## config.mk

```make
export PLATFORM = sky130hd
export DESIGN_NAME = uart_cmd_decoder
export DESIGN_NICKNAME = d
export VERILOG_FILES = /design/src/rtl/uart_cmd_decoder_pkg.sv /design/src/rtl/uart_cmd_decoder_tx_req.sv /design/src/rtl/uart_cmd_decoder.sv
export SDC_FILE = /design/constraint.sdc
export NUM_CORES = 1
export LEC_CHECK = 0
export ABC_AREA = 1
export CAP_MARGIN = 5
export CORE_MARGIN = 2
export CORE_UTILIZATION = 58
export DETAILED_ROUTE_END_ITERATION = 12
export GPL_TIMING_DRIVEN = 0
export PLACE_DENSITY = 0.82
export SLEW_MARGIN = 10
export SYNTH_ARGS = -nofsm -noshare
export SYNTH_HDL_FRONTEND = slang
export SYNTH_SLANG_ARGS = --single-unit
```

## constraint.sdc

```tcl
create_clock -name clk -period 2.5 [get_ports clk]
set_clock_uncertainty 0.05 [all_clocks]
set_input_delay 0.5 -clock clk [delete_from_list [all_inputs] [get_ports clk]]
set_output_delay 0.5 -clock clk [all_outputs]
set_load 0.05 [all_outputs]
```

## src/rtl/uart_cmd_decoder_pkg.sv

```systemverilog
// Shared constants and state types for the UART command decoder and its response sender.
// Latency: none (types and constants only).
// Backpressure: n/a.
package uart_cmd_decoder_pkg;

    // Default frame marker and response bytes
    localparam logic [7:0] HDR_BYTE_DEF = 8'hA5;
    localparam logic [7:0] ACK_BYTE_DEF = 8'h06;
    localparam logic [7:0] NAK_BYTE_DEF = 8'h15;

    // Opcodes carried in the CMD byte
    localparam logic [7:0] CMD_SET_CODE = 8'h01;
    localparam logic [7:0] CMD_FIRE     = 8'h02;
    localparam logic [7:0] CMD_READ     = 8'h03;

    // Frame assembly states. RESP covers the whole ACK/NAK handshake,
    // which the response sender sequences in detail.
    typedef enum logic [2:0] {
        W_HDR,
        W_CMD,
        W_ARG,
        W_CHK,
        EXEC,
        RESP
    } dec_state_e;

    // Response sender states: RESP holds start_tx, W_IDLE waits for tx_busy to drop
    typedef enum logic [1:0] {
        TX_IDLE,
        TX_RESP,
        TX_W_IDLE
    } tx_state_e;

    // 8-bit increment that sticks at 255
    function automatic logic [7:0] sat_inc8(input logic [7:0] v);
        return (v == 8'hFF) ? v : v + 8'd1;
    endfunction

endpackage

```

## src/rtl/uart_cmd_decoder_tx_req.sv

```systemverilog
// Sends one byte to uart_tx with the start_tx/tx_busy handshake.
// Latency: start_tx rises 1 clk after send_i; done_o pulses in the cycle tx_busy is seen low again.
// Backpressure: start_tx held until tx_busy is sampled 1; send_i is only honoured when idle.
module uart_cmd_decoder_tx_req
    import uart_cmd_decoder_pkg::*;
(
    input  logic       clk,
    input  logic       reset,
    input  logic       send_i,
    input  logic [7:0] byte_i,
    input  logic       tx_busy_i,
    output logic       start_tx_o,
    output logic [7:0] data_o,
    output logic       done_o
);

    tx_state_e  state_q;
    logic       start_q;
    logic [7:0] data_q;

    // Handshake sequencer: raise start_tx, drop it once uart_tx goes busy, then wait for it to finish
    always_ff @(posedge clk) begin
        if (reset) begin
            state_q <= TX_IDLE;
            start_q <= 1'b0;
            data_q  <= 8'h00;
        end else begin
            case (state_q)
                TX_IDLE: begin
                    if (send_i) begin
                        start_q <= 1'b1;
                        data_q  <= byte_i;
                        state_q <= TX_RESP;
                    end
                end
                TX_RESP: begin
                    if (tx_busy_i) begin
                        start_q <= 1'b0;
                        state_q <= TX_W_IDLE;
                    end
                end
                TX_W_IDLE: begin
                    if (!tx_busy_i) begin
                        state_q <= TX_IDLE;
                    end
                end
                default: state_q <= TX_IDLE;
            endcase
        end
    end

    assign start_tx_o = start_q;
    assign data_o     = data_q;
    assign done_o     = (state_q == TX_W_IDLE) && !tx_busy_i;

endmodule

```

## src/rtl/uart_cmd_decoder.sv

```systemverilog
// Assembles HDR/CMD/ARG/CHK frames from uart_rx, drives firing controls and answers ACK/NAK.
// Latency: fire_pulse/adc_req 1 clk after the CHK byte's rx_done; start_tx 1 clk after that.
// Backpressure: none toward uart_rx; bytes arriving while a response is in flight are dropped.
module uart_cmd_decoder
    import uart_cmd_decoder_pkg::*;
#(
    parameter logic [7:0]  HDR_BYTE       = HDR_BYTE_DEF,
    parameter logic [7:0]  ACK_BYTE       = ACK_BYTE_DEF,
    parameter logic [7:0]  NAK_BYTE       = NAK_BYTE_DEF,
    parameter int unsigned TIMEOUT_CYCLES = 480000,
    parameter int unsigned NUM_CODES      = 6
) (
    input  logic       clk,
    input  logic       reset,
    input  logic [7:0] rx_data,
    input  logic       rx_done,
    input  logic       parity_error,
    input  logic       tx_busy,
    output logic       start_tx,
    output logic [7:0] data_to_tx,
    output logic [2:0] fire_code,
    output logic       code_valid,
    output logic       fire_pulse,
    output logic       adc_req,
    output logic [7:0] err_count
);

    localparam int TW = $clog2(TIMEOUT_CYCLES + 1);
    localparam logic [TW-1:0] TO_MAX = TW'(TIMEOUT_CYCLES);

    dec_state_e    state_q;
    logic [TW-1:0] cnt_q;
    logic [7:0]    cmd_q;
    logic [7:0]    arg_q;
    logic          ok_q;
    logic [2:0]    fire_code_q;
    logic          code_valid_q;
    logic          fire_pulse_q;
    logic          adc_req_q;
    logic [7:0]    err_q;

    logic       in_frame;
    logic       early_rej;
    logic       cmd_ok;
    logic       frame_ok;
    logic       send;
    logic [7:0] send_byte;
    logic       tx_done;

    // Frame checks; the verdict is taken on the CHK byte edge so the action is visible during EXEC
    always_comb begin
        in_frame  = (state_q == W_CMD) || (state_q == W_ARG) || (state_q == W_CHK);
        // a byte in the same cycle as the timeout wins; only its parity can reject it
        early_rej = in_frame && (rx_done ? parity_error : (cnt_q == TO_MAX));
        case (cmd_q)
            CMD_SET_CODE: cmd_ok = (32'(arg_q) < NUM_CODES);
            CMD_FIRE:     cmd_ok = code_valid_q;
            CMD_READ:     cmd_ok = 1'b1;
            default:      cmd_ok = 1'b0;
        endcase
        frame_ok  = ((cmd_q ^ arg_q) == rx_data) && cmd_ok;
        send      = early_rej || (state_q == EXEC);
        send_byte = ((state_q == EXEC) && ok_q) ? ACK_BYTE : NAK_BYTE;
    end

    // Frame FSM with registered firing outputs and saturating reject counter
    always_ff @(posedge clk) begin
        if (reset) begin
            state_q      <= W_HDR;
            cnt_q        <= '0;
            cmd_q        <= 8'h00;
            arg_q        <= 8'h00;
            ok_q         <= 1'b0;
            fire_code_q  <= 3'd0;
            code_valid_q <= 1'b0;
            fire_pulse_q <= 1'b0;
            adc_req_q    <= 1'b0;
            err_q        <= 8'h00;
        end else begin
            fire_pulse_q <= 1'b0;
            adc_req_q    <= 1'b0;
            if (early_rej || ((state_q == EXEC) && !ok_q)) begin
                err_q <= sat_inc8(err_q);
            end
            case (state_q)
                W_HDR: begin
                    cnt_q <= '0;
                    if (rx_done && !parity_error && (rx_data == HDR_BYTE)) begin
                        state_q <= W_CMD;
                    end
                end
                W_CMD, W_ARG, W_CHK: begin
                    if (early_rej) begin
                        cnt_q   <= '0;
                        state_q <= RESP;
                    end else if (rx_done) begin
                        cnt_q <= '0;
                        if (state_q == W_CMD) begin
                            cmd_q   <= rx_data;
                            state_q <= W_ARG;
                        end else if (state_q == W_ARG) begin
                            arg_q   <= rx_data;
                            state_q <= W_CHK;
                        end else begin
                            ok_q    <= frame_ok;
                            state_q <= EXEC;
                            if (frame_ok) begin
                                case (cmd_q)
                                    CMD_SET_CODE: begin
                                        fire_code_q  <= arg_q[2:0];
                                        code_valid_q <= 1'b1;
                                    end
                                    CMD_FIRE: fire_pulse_q <= 1'b1;
                                    CMD_READ: adc_req_q    <= 1'b1;
                                    default: ;
                                endcase
                            end
                        end
                    end else begin
                        // cannot pass TO_MAX: reaching it rejects the frame above
                        cnt_q <= cnt_q + TW'(1);
                    end
                end
                EXEC: state_q <= RESP;
                RESP: begin
                    if (tx_done) begin
                        state_q <= W_HDR;
                    end
                end
                default: state_q <= W_HDR;
            endcase
        end
    end

    uart_cmd_decoder_tx_req u_tx_req (
        .clk        (clk),
        .reset      (reset),
        .send_i     (send),
        .byte_i     (send_byte),
        .tx_busy_i  (tx_busy),
        .start_tx_o (start_tx),
        .data_o     (data_to_tx),
        .done_o     (tx_done)
    );

    assign fire_code  = fire_code_q;
    assign code_valid = code_valid_q;
    assign fire_pulse = fire_pulse_q;
    assign adc_req    = adc_req_q;
    assign err_count  = err_q;

endmodule

```

### Word-level counts from Yosys, hierarchy flattened

Cells that the tools add are included.

* register bits after elaboration: 64
* input port bits: 13
* word-level logic and storage cells: 95
* output and inout port bits: 23

* magnitude comparators: 1
* bitwise operators: 8
* reductions and logical operators: 29
* eq/ne operators: 20
* multiplexer cells: 22
* add/subtract/negate cells: 2

Operators by type and width (number)
* $mux 19: 2
* $pmux 19 s2: 1
* $add 19x1->19 const B: 1
* $eq 19x19->1 const B: 1
* $mux 3: 6
* $eq 8x2->1 const B: 2
* $eq 8x8->1 const B: 2
* $pmux 3 s4: 1
* $ne 2x2->1 const B: 5
* $reduce_and 5->1: 2
* $reduce_and 3->1: 3
* $add 8x1->8 const B: 1
* $eq 8x1->1 const B: 1
* $eq 8x8->1: 1
* $lt 8x3->1 const B: 1
* $xor 8x8->8: 1
* $logic_and 1x1->1: 7
* $not 1->1: 7
* $reduce_and 7->1: 1
* $reduce_or 7->1: 1
* $eq 3x2->1 const B: 2
* $eq 3x3->1 const B: 2
* $mux 2: 3
* $pmux 2 s3: 1
* other kinds (16): 27

### Logic depth before layout (Yosys ltp)

Gate-level depths: netlist of run 1.

* depth in word-level cells: 7
* gate-level depth with buffers: 12
* depth with buffers taken out: 12

### Hierarchy

From an unflattened synthesis of run 1, not the netlist that was laid out.

* cell total of the unflattened synthesis: 502
* area, all modules: 3434.5 sq um

By module, submodules not included
* uart_cmd_decoder: instances 1, cells an instance 443, area an instance 2956.6 sq um, sequential area each 1061.0 sq um
* uart_cmd_decoder_tx_req: instances 1, cells an instance 59, area an instance 478.0 sq um, sequential area each 220.2 sq um

### Worst setup path after synthesis of run 1

No wires, ideal clock.

* kind: register -> register
* start point: reg err_q[1] (netlist: err_count[1])
* end point: reg err_q[2] (netlist: err_count[2])
* clock period less this slack: 1.833 ns
* buffers on the path: 0
* setup time: 0.070 ns
* required time: 2.380 ns
* data arrival time: 1.712 ns
* slack: 0.667 ns
* cell stages (with the launch flop): 8
* cell sequence: dfxtp_1 ha_1 nand4_1 nor2_1 nand2_1 nand2_2 nand2_1 a21oi_1

* cells in the longest elaborated chain, start to end: 3
* elaborated cells between the ends (all ways): 4
* classes of those cells: 1 x add/sub; 1 x eq/ne; 1 x bitwise; 1 x reduce/logical

Ends and longest elaborated chain
* start, declared: line uart_cmd_decoder.sv:40 `logic [7:0] err_q;`
* start signal, assigned: line uart_cmd_decoder.sv:83 `err_q <= sat_inc8(err_q);`
* branches (longest 3 deep; another with $add 8x1->8)

Several ways; the timed one is not identified.
A chain may end at the register's enable or synchronous reset.

### Worst setup path after layout of run 1

* start point: reg err_q[2] (netlist: err_count[2])
* end point: out err_count[2]

RTL lines
* end, declared: line uart_cmd_decoder.sv:25 `output logic [7:0] err_count`

No word-level cell between the ends.

==> impl_metrics.tcl, run 1 <==
set metrics [dict create \
    p_int_mw 1.94 \
    gr-total-overflow 0 \
    first_global_vias 2993 \
    drc 0 \
    drive_above_1_share 0.135 \
    cts-htree-levels 3 \
    grt_max_degree 11 \
    max_freq_ghz 0.464 \
    power.share.switching 0.327 \
    ir_drop_uv 398 \
    finalCriticalPeriod_ps 2150 \
    fin_tns_setup_ps 0 \
    rrSetupSlack_ps 720 \
    worstSetupEndpointType "primary output" \
    crit_path_max_incr_delay_ps 840 \
    critical_path_buf_inv_count 1 \
    power_per_cell_area_nw_per_um2 722 \
    hold_path.startpoint "u_tx_req.data_o[2]$_SDFFE_PP0P_" \
    fillCellCount 459 \
    die_area_um2 6390 \
    ys.warnings.count 0 \
    finish.instance_area_um2 4000 \
    r2r-start "cnt_q[0]$_SDFFE_PP0P_" \
    grt_use_met3 0.0543 \
    initial_core_util 0.604 \
    first_iter_violations 209 \
    cp.arrival_ps 1600 \
    required_ps 1950 \
    setup_violations 0 \
    crit_chain "clkdlybuf4s50_1" \
    critPathLaunchType "register" \
    cts_buffer_depth 2 \
    critPathSlowestCell "clkdlybuf4s50_1" \
    cp_max_fo 6 \
    power.leakage_nw 1.53 \
    grt_pass1_wl_um 13000 \
    synth.avg_cell_area_um2 6.72 \
    outcome "completed" \
    dp_hpwl_um 5740 \
    root_buffer "clkbuf_8" \
    timing.hold.ws_ps 400 \
    vias 3264 \
    use_met1 0.306 \
    combPwrFrac 0.259 \
    rsz0062_at_grt "no" \
    slew_headroom 0.629 \
    antennaDiodeCount 0 \
    dp_cells 604 \
    final-instance-count-excl-fill 620 \
    grt.busiest_layer "met2" \
    use_met2 0.451 \
    coreArea_um2 5540 \
    insertion_delay_ps 340 \
    final_cell_mix "nand2_1 (129), dfxtp_1 (59), a21oi_1 (55)" \
    r2r_cells 11 \
    cts_tree "yes" \
    num_rows 27 \
    synth-seq-cells 59 \
    antenna_found_initial 0 \
    period_share 0.861 \
    syn_inst 498 \
    pwr-share-clk 0.372 \
    finalHoldViolations 0 \
    detailedRoute.firstPassIterationCount 4 \
    wire_per_inst_um 12.8 \
    synth_cell_types 34 \
    layout_commonest_cell "nand2_1" \
    die_w_um 80.0 \
    routed_wl_um 7910 \
    maxCapViolations 0 \
    crit_type "register to primary output" \
    clk_pin_slew_worst_paths_ps 70 \
    hp-class "register to register" \
    tightest_slew_ps 556 \
    yosysSeqAreaShare 0.353 \
    post_cts_resized 0 \
    r2r-end "err_count[2]$_SDFFE_PP0P_" \
    io_buffer_count 31 \
    cts_made_buffers 9 \
    final_nets 559 \
    cts_hold_buffers 0 \
    num_io_pins 36 \
    finalMaxSlewViolations 0 \
    place_area_um2 3760 \
    gp_congestion 0.901 \
    grt_usage 0.260 \
    crit_family "buffers and inverters" \
    die_h_um 80.0 \
    clock-sinks 59 \
    holdPathStages 2 \
    p_seq_frac 0.370 \
    cts_setup_buffers 0 \
    hold-path-endpoint "u_tx_req.data_o[2]$_SDFFE_PP0P_" \
    p_switching_uw 945 \
    ant_nets 0 \
    via_per_inst 5.26 \
    netlist_area_um2 3350 \
    areaGrowthSynthToFinish_pct 19.5 \
]
==> registers in the layout (all words and copies together) (netlist names) <==
| register | cells |
|---|---|
| ok_q | 1 |
| arg_q | 8 |
| u_tx_req.state_q | 2 |
| state_q | 3 |
| fire_code | 3 |
| adc_req | 1 |
| u_tx_req.data_o | 3 |
| cmd_q | 8 |
| fire_pulse | 1 |
| code_valid | 1 |
| u_tx_req.start_tx_o | 1 |
| err_count | 8 |
| cnt_q | 19 |
==> power groups by stage <==
stage,clock (mW),sequential [mW],combinational [mW]
finish,1.07,1.07,0.747
CTS,1.08,1.07,0.746
floorplan,0,1.14,0.502
global placement,0,1.08,0.721
global route,1.12,1.07,0.829
detailed placement,0,1.09,0.740
==> metrics by stage <==
stage | worst slack [ps] | util | power (mW)
6_report | 346 | 0.722 | 2.89
5_1_grt | 306 | 0.722 | 3.02
4_1_cts | 338 | 0.722 | 2.90
3_5_place_dp | 225 | 0.678 | 1.83
3_3_place_gp | 278 | 0.678 | 1.80
2_1_floorplan | 667 | - | 1.64
==> cells in the mapped netlist, drive strengths merged <==
library cell / count / area (um2)
o21ai: 29 / 145
clkbuf: 4 / 15.0
nor3: 9 / 71.3
dfxtp: 59 / 1180
nor2: 57 / 275
buf: 12 / 76.3
nand3: 45 / 278
inv: 59 / 221
xor2: 5 / 43.8
conb: 1 / 3.75
or2: 4 / 25.0
nand4: 9 / 56.3
xnor2: 3 / 26.3
a31oi: 1 / 21.3
a21oi: 57 / 293
nand3b: 2 / 15.0
nand2: 139 / 562
ha: 3 / 37.5
==> layer usage <==
layer | routed length, um | up-vias
met5 | 0 | -
met1 | 3520 | 1478
met4 | 128 | 0
met2 | 3900 | 81
met3 | 358 | 12
li1 | - | 1693
==> how the worst max path moves through the flow <==
stage,slack [ps],endpoint,cells after the start,startpoint
6_report,350,err_count[2],1,err_count[2]$_SDFFE_PP0P_
5_1_grt,310,err_count[2],1,err_count[2]$_SDFFE_PP0P_
4_1_cts,340,err_count[2],1,err_count[2]$_SDFFE_PP0P_
3_5_place_dp,230,cmd_q[6]$_SDFFE_PP0P_,7,rx_done
3_3_place_gp,280,cmd_q[6]$_SDFFE_PP0P_,7,rx_done
2_1_floorplan,670,err_count[2]$_SDFFE_PP0P_,7,err_count[1]$_SDFFE_PP0P_
==> final cells by class <==
class	count	area, um2	share of cell area
plain buffers	16	91.3	0.0228
clock buffers	11	141	0.0353
clock inverters	5	100	0.0250
inverters	59	221	0.0554
multi-input cells	367	1860	0.466
flip-flops and latches	59	1180	0.295
well taps	72	90.1	0.0225
repair buffers	31	310	0.0776
==> worst register-to-register path: cells and delay by family, from the launching register on <==
kind / cells / cell delay, ps
AOI/OAI and AO/OA: 1 / 60
buffers and inverters: 1 / 100
DFF: 1 / 330
and+or+nand+nor: 8 / 940
adders and majority gates: 1 / 180
==> logic make-up (layout without fill, tap and decap cells) <==
logic type	after synthesis	in the layout	share of synthesized area
AOI/OAI and AO/OA	87	87	0.137
xor gates and xnor gates	8	8	0.0209
adders and majority gates	3	3	0.0112
buffers and inverters	75	122	0.0935
DFF	59	59	0.353
other	1	4	0.00112
and+or+nand+nor	265	265	0.383
(Power assumes the default switching activity.)
==> inputs of run 2 (changes only) <==
Settings changed: CELL_PAD_IN_SITES_DETAIL_PLACEMENT from default to 0, CELL_PAD_IN_SITES_GLOBAL_PLACEMENT from default to 1, CORE_UTILIZATION 58 to 43, PLACE_DENSITY 0.82 to default, PLACE_DENSITY_LB_ADDON from default to 0.1.
==> impl_metrics.tcl, run 2 (synthesis results as in run 1) <==
set metrics [dict create \
    outcome "completed" \
    first_global_vias 2949 \
    grt_max_degree 12 \
    gr-total-overflow 0 \
    die_area_um2 8510 \
    critPathSlowestCell "clkdlybuf4s50_1" \
    period_share 0.868 \
    crit_path_max_incr_delay_ps 840 \
    power.leakage_nw 1.49 \
    setup_violations 0 \
    cts_setup_buffers 0 \
    power_per_cell_area_nw_per_um2 655 \
    crit_type "register to primary output" \
    grt_pass1_wl_um 13500 \
    insertion_delay_ps 340 \
    required_ps 1950 \
    vias 3188 \
    ant_nets 0 \
    largest_reg_flops 19 \
    layout_commonest_cell "nand2_1" \
    final_nets 559 \
    drc 0 \
    antenna_found_initial 0 \
    r2r-end "err_count[1]$_SDFFE_PP0P_" \
    io_buffer_count 31 \
    die_w_um 92.2 \
    fin_tns_setup_ps 0 \
    hp-class "register to register" \
    timing.hold.ws_ps 412 \
    cts_buffer_depth 2 \
    coreArea_um2 7650 \
    num_rows 32 \
    crit_chain "clkdlybuf4s50_1" \
    max_freq_ghz 0.461 \
    rsz0062_at_grt "no" \
    clock-sinks 59 \
    grt_usage 0.201 \
    detailedRoute.firstPassIterationCount 4 \
    critPathLaunchType "register" \
    place_area_um2 3800 \
    finalCriticalPeriod_ps 2170 \
    initial_core_util 0.438 \
    cts_hold_buffers 0 \
    finalHoldViolations 0 \
    areaGrowthSynthToFinish_pct 18.8 \
    cp.arrival_ps 1620 \
    r2r-start "cnt_q[0]$_SDFFE_PP0P_" \
    finish.instance_area_um2 3980 \
    ir_drop_uv 250 \
    clk_pin_slew_worst_paths_ps 70 \
    root_buffer "clkbuf_8" \
    num_io_pins 36 \
    gp_congestion 0.854 \
    cp_max_fo 6 \
    tightest_slew_ps 551 \
    slew_headroom 0.633 \
    maxCapViolations 0 \
    critical_path_buf_inv_count 1 \
    antennaDiodeCount 0 \
    r2r_cells 11 \
    worstSetupEndpointType "primary output" \
    via_per_inst 4.90 \
    cts_tree "yes" \
    top_register "cnt_q" \
    wire_per_inst_um 12.2 \
    post_cts_resized 0 \
    crit_family "buffers and inverters" \
    hold_path.startpoint "u_tx_req.data_o[2]$_SDFFE_PP0P_" \
    holdPathStages 2 \
    die_h_um 92.2 \
    first_iter_violations 132 \
    rrSetupSlack_ps 760 \
    routed_wl_um 7950 \
    dp_hpwl_um 5960 \
    final_cell_mix "nand2_1 (129), dfxtp_1 (59), a21oi_1 (55)" \
    drive_above_1_share 0.137 \
    hold-path-endpoint "u_tx_req.data_o[2]$_SDFFE_PP0P_" \
    finalMaxSlewViolations 0 \
    cts-htree-levels 3 \
    cts_made_buffers 9 \
]
-- run 2: power breakdown --
| part | total (mW) | internal (mW) | switching (mW) | leakage [nW] |
|---|---|---|---|---|
| sequential | 1.07 | 1.01 | 0.0554 | 0.476 |
| clock | 0.791 | 0.384 | 0.407 | 0.0843 |
| combinational | 0.748 | 0.246 | 0.501 | 0.927 |
| total | 2.60 | 1.64 | 0.964 | 1.49 |
-- run 2: metrics by stage --
stage	utilization	cells	setup WS [ps]	total power [mW]
floorplan	-	501	667	1.64
global placement	0.496	634	192	1.83
global route	0.520	650	246	2.76
finish	0.520	650	330	2.60
CTS	0.520	650	318	2.62
detailed placement	0.496	634	201	1.83
-- run 2: worst max-delay path by stage --
stage | to | slack (ps) | cells after the start | startpoint
CTS | err_count[2] | 320 | 1 | err_count[2]$_SDFFE_PP0P_
finish | err_count[2] | 330 | 1 | err_count[2]$_SDFFE_PP0P_
global placement | cmd_q[6]$_SDFFE_PP0P_ | 190 | 7 | rx_done
floorplan | err_count[2]$_SDFFE_PP0P_ | 670 | 7 | err_count[1]$_SDFFE_PP0P_
global route | err_count[2] | 250 | 1 | err_count[2]$_SDFFE_PP0P_
detailed placement | cmd_q[6]$_SDFFE_PP0P_ | 200 | 7 | rx_done
-- run 2: routing by layer --
layer,track usage,vias to the layer above,share of wire
met5,0,-,0
li1,-,1697,-
met3,0.0378,14,0.028
met2,0.343,42,0.49
met4,0.0821,0,0.017
met1,0.248,1435,0.47
-- run 2: cell type report --
cell class              instances  area, um2
clock buffers                  10        138
multi-input cells             367       1860
repair buffers                 31        310
flip-flops and latches         59       1180
plain buffers                  16       91.3
inverters                      59        221
well taps                     102        128
clock inverters                 6       41.3
fillers                       796       3670
